**config.mk**
```make
export PLATFORM = sky130hd
export DESIGN_NAME = mem_row_streamer
export DESIGN_NICKNAME = d
export VERILOG_FILES = /design/src/rtl/mem_row_streamer.sv
export SDC_FILE = /design/constraint.sdc
export NUM_CORES = 1
export LEC_CHECK = 0
export CORE_MARGIN = 2
export CORE_UTILIZATION = 39
export DETAILED_ROUTE_END_ITERATION = 6
export MAX_ROUTING_LAYER = met4
export PLACE_DENSITY_LB_ADDON = 0.2
export SLEW_MARGIN = 20
export SYNTH_ARGS = -nofsm -noshare
export SYNTH_HDL_FRONTEND = slang
export SYNTH_SLANG_ARGS = --single-unit
export TNS_END_PERCENT = 1
```
**constraint.sdc**
```tcl
create_clock -name clock -period 3.4 [get_ports clock]
set_input_delay 0.68 -clock clock [delete_from_list [all_inputs] [get_ports clock]]
set_output_delay 0.68 -clock clock [all_outputs]
set_load 0.02 [all_outputs]
```
**src/rtl/mem_row_streamer.sv**
```systemverilog
// Read-side row sequencer: issues consecutive memory reads, absorbs the one-cycle
// read latency through a 2-entry skid FIFO and presents rows as a valid/ready stream.
module mem_row_streamer #(
    parameter  int WIDTH = 8,
    parameter  int DEPTH = 64,
    localparam int AW    = $clog2(DEPTH)
) (
    input  logic             clock,
    input  logic             reset,
    input  logic             start,
    input  logic [AW-1:0]    base_addr,
    input  logic [AW:0]      row_count,
    output logic             busy,
    output logic             done,
    output logic             mem_rden,
    output logic [AW-1:0]    mem_rdaddress,
    input  logic [WIDTH-1:0] mem_q,
    output logic [WIDTH-1:0] out_data,
    output logic             out_valid,
    input  logic             out_ready,
    output logic             out_last
);

    typedef enum logic [0:0] {
        IDLE = 1'b0,
        RUN  = 1'b1
    } state_t;

    localparam logic [AW:0]   DEPTH_W  = (AW+1)'(DEPTH);
    localparam logic [AW-1:0] ADDR_MAX = AW'(DEPTH - 1);
    localparam logic [AW-1:0] ADDR_ONE = {{(AW-1){1'b0}}, 1'b1};
    localparam logic [AW:0]   CNT_ONE  = {{AW{1'b0}}, 1'b1};

    state_t           r_state;
    state_t           w_state_nxt;
    logic [AW-1:0]    r_addr;
    logic [AW-1:0]    r_last_addr;
    logic [AW:0]      r_remaining;
    logic [AW:0]      r_issued;
    logic             r_pending;
    logic             r_pend_last;
    logic [WIDTH-1:0] r_fifo_data [2];
    logic [1:0]       r_fifo_last;
    logic             r_rd_ptr;
    logic             r_wr_ptr;
    logic [1:0]       r_occ;

    logic             w_pop;
    logic             w_rden;
    logic             w_done;
    logic             w_start_acc;
    logic             w_final_rd;
    logic [2:0]       w_level;
    logic [2:0]       w_limit;
    logic [AW:0]      w_count_sat;

    assign w_pop       = (r_occ != 2'd0) & out_ready;
    assign w_level     = {1'b0, r_occ} + {2'b00, r_pending};
    assign w_limit     = 3'd2 + {2'b00, w_pop};
    assign w_rden      = (r_state == RUN) & (r_issued < r_remaining) & (w_level < w_limit);
    assign w_start_acc = (r_state == IDLE) & start;
    assign w_final_rd  = ((r_issued + CNT_ONE) == r_remaining);
    assign w_count_sat = (row_count > DEPTH_W) ? DEPTH_W : row_count;

    assign busy          = (r_state == RUN);
    assign done          = w_done;
    assign mem_rden      = w_rden;
    assign mem_rdaddress = w_rden ? r_addr : r_last_addr;
    assign out_valid     = (r_occ != 2'd0);
    assign out_data      = r_fifo_data[r_rd_ptr];
    assign out_last      = r_fifo_last[r_rd_ptr];

    // State register.
    always_ff @(posedge clock or posedge reset) begin
        if (reset) begin
            r_state <= IDLE;
        end else begin
            r_state <= w_state_nxt;
        end
    end

    // Next-state and done pulse; a zero-length transfer finishes in its first RUN cycle.
    always_comb begin
        w_state_nxt = r_state;
        w_done      = 1'b0;
        case (r_state)
            IDLE: begin
                if (start) begin
                    w_state_nxt = RUN;
                end else begin
                    w_state_nxt = IDLE;
                end
            end
            RUN: begin
                if ((r_remaining == {(AW+1){1'b0}}) || (w_pop && out_last)) begin
                    w_done      = 1'b1;
                    w_state_nxt = IDLE;
                end else begin
                    w_state_nxt = RUN;
                end
            end
            default: begin
                w_state_nxt = IDLE;
            end
        endcase
    end

    // Read issue bookkeeping and the one-cycle latency tracker.
    always_ff @(posedge clock or posedge reset) begin
        if (reset) begin
            r_addr      <= {AW{1'b0}};
            r_last_addr <= {AW{1'b0}};
            r_remaining <= {(AW+1){1'b0}};
            r_issued    <= {(AW+1){1'b0}};
            r_pending   <= 1'b0;
            r_pend_last <= 1'b0;
        end else begin
            if (w_start_acc) begin
                r_addr      <= base_addr;
                r_remaining <= w_count_sat;
                r_issued    <= {(AW+1){1'b0}};
            end else if (w_rden) begin
                r_addr      <= (r_addr == ADDR_MAX) ? {AW{1'b0}} : (r_addr + ADDR_ONE);
                r_issued    <= r_issued + CNT_ONE;
            end
            if (w_rden) begin
                r_last_addr <= r_addr;
            end
            r_pending   <= w_rden;
            r_pend_last <= w_rden & w_final_rd;
        end
    end

    // Two-entry FIFO of {data, last}; push and pop may coincide.
    always_ff @(posedge clock or posedge reset) begin
        if (reset) begin
            r_fifo_data[0] <= {WIDTH{1'b0}};
            r_fifo_data[1] <= {WIDTH{1'b0}};
            r_fifo_last    <= 2'b00;
            r_rd_ptr       <= 1'b0;
            r_wr_ptr       <= 1'b0;
            r_occ          <= 2'd0;
        end else begin
            if (r_pending) begin
                r_fifo_data[r_wr_ptr] <= mem_q;
                r_fifo_last[r_wr_ptr] <= r_pend_last;
                r_wr_ptr              <= ~r_wr_ptr;
            end
            if (w_pop) begin
                r_rd_ptr <= ~r_rd_ptr;
            end
            if (r_pending && !w_pop) begin
                r_occ <= r_occ + 2'd1;
            end else if (!r_pending && w_pop) begin
                r_occ <= r_occ - 2'd1;
            end
        end
    end

endmodule

```
Yosys cells after proc, flatten, opt, wreduce, memory -nomap -nowiden
Cells that the tools add are included.
{"block": "classes", "eq_ne": 2, "bitwise": 10, "addsub": 6, "n_lt_le_gt_ge": 9, "mux": 25, "reduce_logical": 12}
{"operator": "$mux 8", "count": 4}
{"operator": "$mux 6", "count": 4}
{"operator": "$mux 7", "count": 3}
{"operator": "$bwmux 16", "count": 1}
{"operator": "$demux 8 s1", "count": 1}
{"operator": "$add 7x1->7 const B", "count": 1}
{"operator": "$eq 7x7->1", "count": 1}
{"operator": "$gt 7x7->1 const B", "count": 1}
{"operator": "$logic_not 7->1", "count": 1}
{"operator": "$lt 7x7->1", "count": 1}
{"operator": "$mux 1", "count": 7}
{"operator": "$add 6x1->6 const B", "count": 1}
{"operator": "$eq 6x6->1 const B", "count": 1}
{"operator": "$reduce_bool 2->1", "count": 3}
{"operator": "$and 1x1->1", "count": 5}
{"operator": "$logic_and 1x1->1", "count": 5}
{"operator": "$ge 2x2->1 const B", "count": 2}
{"operator": "$lt 1x2->1 const B", "count": 2}
{"operator": "$mux 2", "count": 2}
{"operator": "$not 1->2", "count": 2}
{"operator": "$add 2x1->3", "count": 1}
{"operator": "$add 2x1->3 const A", "count": 1}
{"operator": "$lt 3x3->1", "count": 1}
{"operator": "$not 1->1", "count": 3}
{"operator": "9 further kinds", "count": 10}
{"block": "word_totals", "ff_bits": 51, "in_bits": 25, "output_inout_bits": 19, "wordCells": 77}

Logic depth before layout (Yosys ltp)
Gate-level depths: netlist of run 1.
{"block": "depth", "ltp_word": 7, "mapped_depth": 8, "depth_no_buf": 7}

Worst setup path after synthesis of run 1
No wires, ideal clock.
{"block": "synth_path", "kind": "reg2out", "startpoint": "register r_occ[0]", "endpoint": "output mem_rdaddress[0]", "stages_incl_launch_ff": 7, "required_time_ns": 2.720, "slack_ns": 0.690, "path_buffers": 0, "t_arrival_ns": 2.030, "path_cell_list": "dfrtp_1 > ha_1 > ha_1 > a211oi_2 > o211ai_2 > nor3_4 > mux2_2"}
{"block": "synth_between", "elab_chain_cells": 6, "word_cells_on_any_way": 7, "classes_between": "add/sub: 2; order compare: 1; mux: 1; bitwise: 2; reduce/logical: 1"}
{"item": "start, declared", "line_no": "46", "rtl": "logic [1:0] r_occ;"}
{"item": "start signal, assigned", "line_no": "153", "rtl": "r_occ <= r_occ + 2'd1;"}
{"item": "start signal, assigned", "line_no": "155", "rtl": "r_occ <= r_occ - 2'd1;"}
{"item": "$reduce_bool 2->1", "line_no": "57", "rtl": "assign w_pop = (r_occ != 2'd0) & out_ready;"}
{"item": "$and 1x1->1", "line_no": "57"}
{"item": "$add 2x1->3", "line_no": "59", "rtl": "assign w_limit = 3'd2 + {2'b00, w_pop};"}
{"item": "$lt 3x3->1 (*)", "line_no": "60", "rtl": "assign w_rden = (r_state == RUN) & (r_issued < r_remaining) & (w_level < w_limit);"}
{"item": "$and 1x1->1 (*)", "line_no": "60"}
{"item": "$mux 6 (*)"}
{"item": "end, declared", "line_no": "16", "rtl": "output logic [AW-1:0] mem_rdaddress,"}
Every way passes the cells marked *; elsewhere a longest branch is shown, timed or not.

Worst setup path in the final report of run 1
{"block": "layout_path", "startpoint": "register r_pending", "endpoint": "output mem_rdaddress[3]"}
{"block": "layout_between", "elab_chain_cells": 4}
{"item": "start, declared", "line_no": "40", "rtl": "logic r_pending;"}
{"item": "start signal, assigned", "line_no": "129", "rtl": "r_pending <= w_rden;"}
{"item": "$add 2x1->3", "line_no": "58", "rtl": "assign w_level = {1'b0, r_occ} + {2'b00, r_pending};"}
{"item": "$lt 3x3->1", "line_no": "60"}
{"item": "$and 1x1->1", "line_no": "60"}
{"item": "$mux 6"}
Every way passes these cells.

==> results of run 1 <==
## registers in the layout, summed over array words and instances (netlist names)
signal       flops
r_pend_last      1
r_addr           6
r_fifo_data     16
r_fifo_last      2
r_wr_ptr         1
r_issued         7
r_rd_ptr         1
r_occ            2
r_remaining      7
r_last_addr      6
r_pending        1
busy             1
## cell families after synthesis
kind of cell / after synthesis
multiplexers: 38
AND/OR/NAND/NOR: 65
AO/OA/AOI/OAI: 28
buffers and inverters: 17
XOR/XNOR: 18
flip-flops: 51
adder cells (fa/ha/maj): 12
## worst reg2reg max path: stages, from the launching register on
cell,delay (ps)
dfrtp_1,410
ha_1,200
ha_1,190
a211oi_2,230
o211ai_2,160
nor3_4,260
buf_4,170
buf_4,200
mux2_2,350
nand3_1,80
## through the flow
| step | util | TNS (ps) | cells | power [uW] | setup slack (ps) |
|---|---|---|---|---|---|
| after floorplan | - | 0 | 229 | 2400 | 690 |
| after global placement | 0.500 | -10.3 | 356 | 3100 | -3.63 |
| after detailed placement | 0.500 | 0 | 356 | 3140 | 3.57 |
| after CTS | 0.518 | 0 | 364 | 3530 | 118 |
| after global routing | 0.518 | 0 | 364 | 3750 | 27.6 |
| final | 0.518 | 0 | 364 | 3480 | 142 |
## what timing repair did
action / in CTS / in global routing
resized for setup: 7 / 0
endpoints found under the setup margin: 7 / 0
buffers inserted: 0 / 0
## routing by layer
| layer | global-route usage | share of wire | up-vias |
|---|---|---|---|
| met3 | 0.0356 | 0.045 | 4 |
| met5 | - | 0 | - |
| met2 | 0.254 | 0.47 | 44 |
| met4 | 0.0390 | 0.0078 | 0 |
| met1 | 0.202 | 0.47 | 906 |
| li1 | - | - | 928 |
## final timing paths
kind,from,end,slack (ps),cells after the start
min reg2reg,r_wr_ptr,r_wr_ptr,490,1
max in group asynchronous,reset,r_fifo_last[0],2110,3
min in group asynchronous,reset,r_addr[1],840,3
max,r_pending,mem_rdaddress[3],140,8
max reg2reg,r_pending,r_addr[3],1100,9
min,r_wr_ptr,r_wr_ptr,490,1
## final cells by class
cell class	instances	area (um^2)
multi-input cells	161	1270
clock buffers	6	82.6
repair buffers	56	519
inverters	11	41.3
clock inverters	2	38.8
flip-flops and latches	51	1280
well taps	77	96.3
fillers	587	3100
## power by group through the flow
stage,registers [uW],clock network [uW],logic [uW]
6_report,1100,445,1940
5_1_grt,1140,485,2130
4_1_cts,1100,459,1970
3_5_place_dp,1120,0,2020
3_3_place_gp,1110,0,1990
2_1_floorplan,1050,0,1360
## cells in the mapped netlist (3+ instances only)
master	n
a21oi_1	4
clkbuf_1	5
dfrtp_1	51
ha_1	12
inv_1	11
mux2_2	34
mux2i_1	4
nand2_1	20
nand3_1	4
nand3b_1	7
nand4_1	3
nor2_1	10
nor2b_1	3
nor4_1	5
o21ai_0	11
xnor2_1	14
xor2_1	4
==> flow_summary_export.csv, run 1 <==
group,metric,value,unit
power_and_ir_drop,switching_share,0.389,
yosys,postSynthCellCount,229,
layout,fin_nets,323,
yosys,synth-seq-area-share,0.487,
routing,avgRoutedWirePerCell,14.1,um
grt,antenna_found_initial,0,
yosys,yosys-top-cells-area,"dfrtp_1, mux2_2, ha_1, xnor2_1, nand2_1",
clock_network,ctsHtreeMaxLevel,2,
floorplan,fp-row-count,29,
floorplan,io_pins,44,
timing,hold_violations,0,
yosys,synth_top_area_share,0.487,
routing,vias_per_cell,5.17,
layout,drive_gt1_frac,0.230,
yosys,yosys.area_share.xor_xnor,0.0602,
power_and_ir_drop,combPwrFrac,0.557,
yosys,synth_compound_area_frac,0.0735,
clock_network,cts.path.max_buffers,2,
clock_network,tritoncts,"yes",
power_and_ir_drop,seq_power_share,0.315,
yosys,synth_ff_type,"dfrtp_1",
clock_network,cts_sinks,51,
critical_path,crit_path_top_delay_cell,"dfrtp_1",
yosys,synth-edff-count,0,
critical_path,cp_common_cell,"ha_1",
routing,route.detailed.drc,0,
floorplan,die_x,86.0,um
layout,synthToLayoutAreaGrowth,27.0,%
power_and_ir_drop,clkPwrFrac,0.128,
timing,hold_ws,493,ps
layout,mostFrequentLayoutCells,"dfrtp_1, clkdlybuf4s50_1, mux2_2",
power_and_ir_drop,leakage,0.00144,uW
timing,setup_viol,0,
critical_path,crit_type,"reg2out",
grt,grt_start_max_net_pins,52,
yosys,synth_nets,266,
timing,timing.fmax,307,MHz
routing,final_antenna_net_count,0,
yosys,synth.area.mux_share,0.161,
power_and_ir_drop,ir_drop,896,uV
timing,post-route-period-util,0.958,
timing,relSlewSlack,0.371,
clock_network,worstSkewPairLatency,310,ps
clock_network,hold_buffers,0,
floorplan,coreArea,6420,um^2
routing,drt-total-wl,5140,um
timing,finalMaxSlewViolations,0,
critical_path,cp_num_buf_inv,2,
yosys,avgSynthCellArea,11.4,um^2
status,status,"complete, no violations",
grt,grt_first_pass_wirelength,8880,um
timing,min_period,3260,ps
critical_path,critPathCaptureType,"output port",
critical_path,crit_chain,"ha_1 > ha_1 > a211oi_2 > o211ai_2 > nor3_4 > buf_4 > mux2_2 > dlygate4sd2_1",
floorplan,dieArea,7390,um^2
routing,dr_total_vias,1882,
yosys,ys_warn_count,0,
critical_path,critPathMaxFanout,4,
critical_path,path_delay_family,"buffers and inverters",
place,place.gp.congestion,0.796,
critical_path,arrival,2580,ps
min_path,min_path_type,"reg2reg",
layout,antenna_cells,0,
layout,design_area,3330,um^2
critical_path,max_stage_delay,410,ps
yosys,yosysTopAreaCell,"dfrtp_1",
yosys,synth_area,2620,um^2
clock_network,numCtsBuffers,5,
floorplan,die_y,86.0,um
yosys,synthArstFlopShare,1.00,
power_and_ir_drop,power_switching,1350,uW
clock_network,root_buffer,"clkbuf_8",
yosys,synth_top_family_by_area,"multiplexers",
layout,final_common_cell,"dfrtp_1",
critical_path,cp-start-kind,"register",
place,dp_hpwl,3840,um
routing,drtIter0Drc,39,
yosys,yosys.area_share.simple,0.133,
place,dpl_cell_area,3210,um^2
yosys,ys_ff_latch,51,
grt,grt_overflow,0,
power_and_ir_drop,p_per_area,1050,nW/um^2
yosys,synthAdderAreaFrac,0.0573,
critical_path,required,2720,ps
grt,grt_pass1_vias,1908,
grt,grt.total_usage,0.158,
routing,drt_first_pass_iters,4,
clock_network,path_clk_slew,90,ps
power_and_ir_drop,p_int,2130,uW
floorplan,initial_core_util,0.408,
timing,skew,6.72,ps
timing,worst_pin_slew,942,ps
job,cap_violations,0,
yosys,synth.distinct_cells,39,
place,portBuffers,43,
timing,rsz0062_at_grt,"false",
(Power assumes the default switching activity.)
==> run 2, diff against run 1 <==
--- a/config.mk
+++ b/config.mk
@@ -8,6 +8,7 @@
 export CORE_MARGIN = 2
 export CORE_UTILIZATION = 39
 export DETAILED_ROUTE_END_ITERATION = 6
+export GPL_ROUTABILITY_DRIVEN = 0
 export MAX_ROUTING_LAYER = met4
 export PLACE_DENSITY_LB_ADDON = 0.2
 export SLEW_MARGIN = 20
==> results of run 2 <==
Same layout as run 1: the final DEF is identical, and so are final timing and power.
==> run 3, diff against run 2 <==
--- a/config.mk
+++ b/config.mk
@@ -7,6 +7,7 @@
 export LEC_CHECK = 0
 export CORE_MARGIN = 2
 export CORE_UTILIZATION = 39
+export CTS_CLUSTER_SIZE = 12
 export DETAILED_ROUTE_END_ITERATION = 6
 export GPL_ROUTABILITY_DRIVEN = 0
 export MAX_ROUTING_LAYER = met4
==> results of run 3 <==
Same layout as run 1: the final DEF is identical, and so are final timing and power.
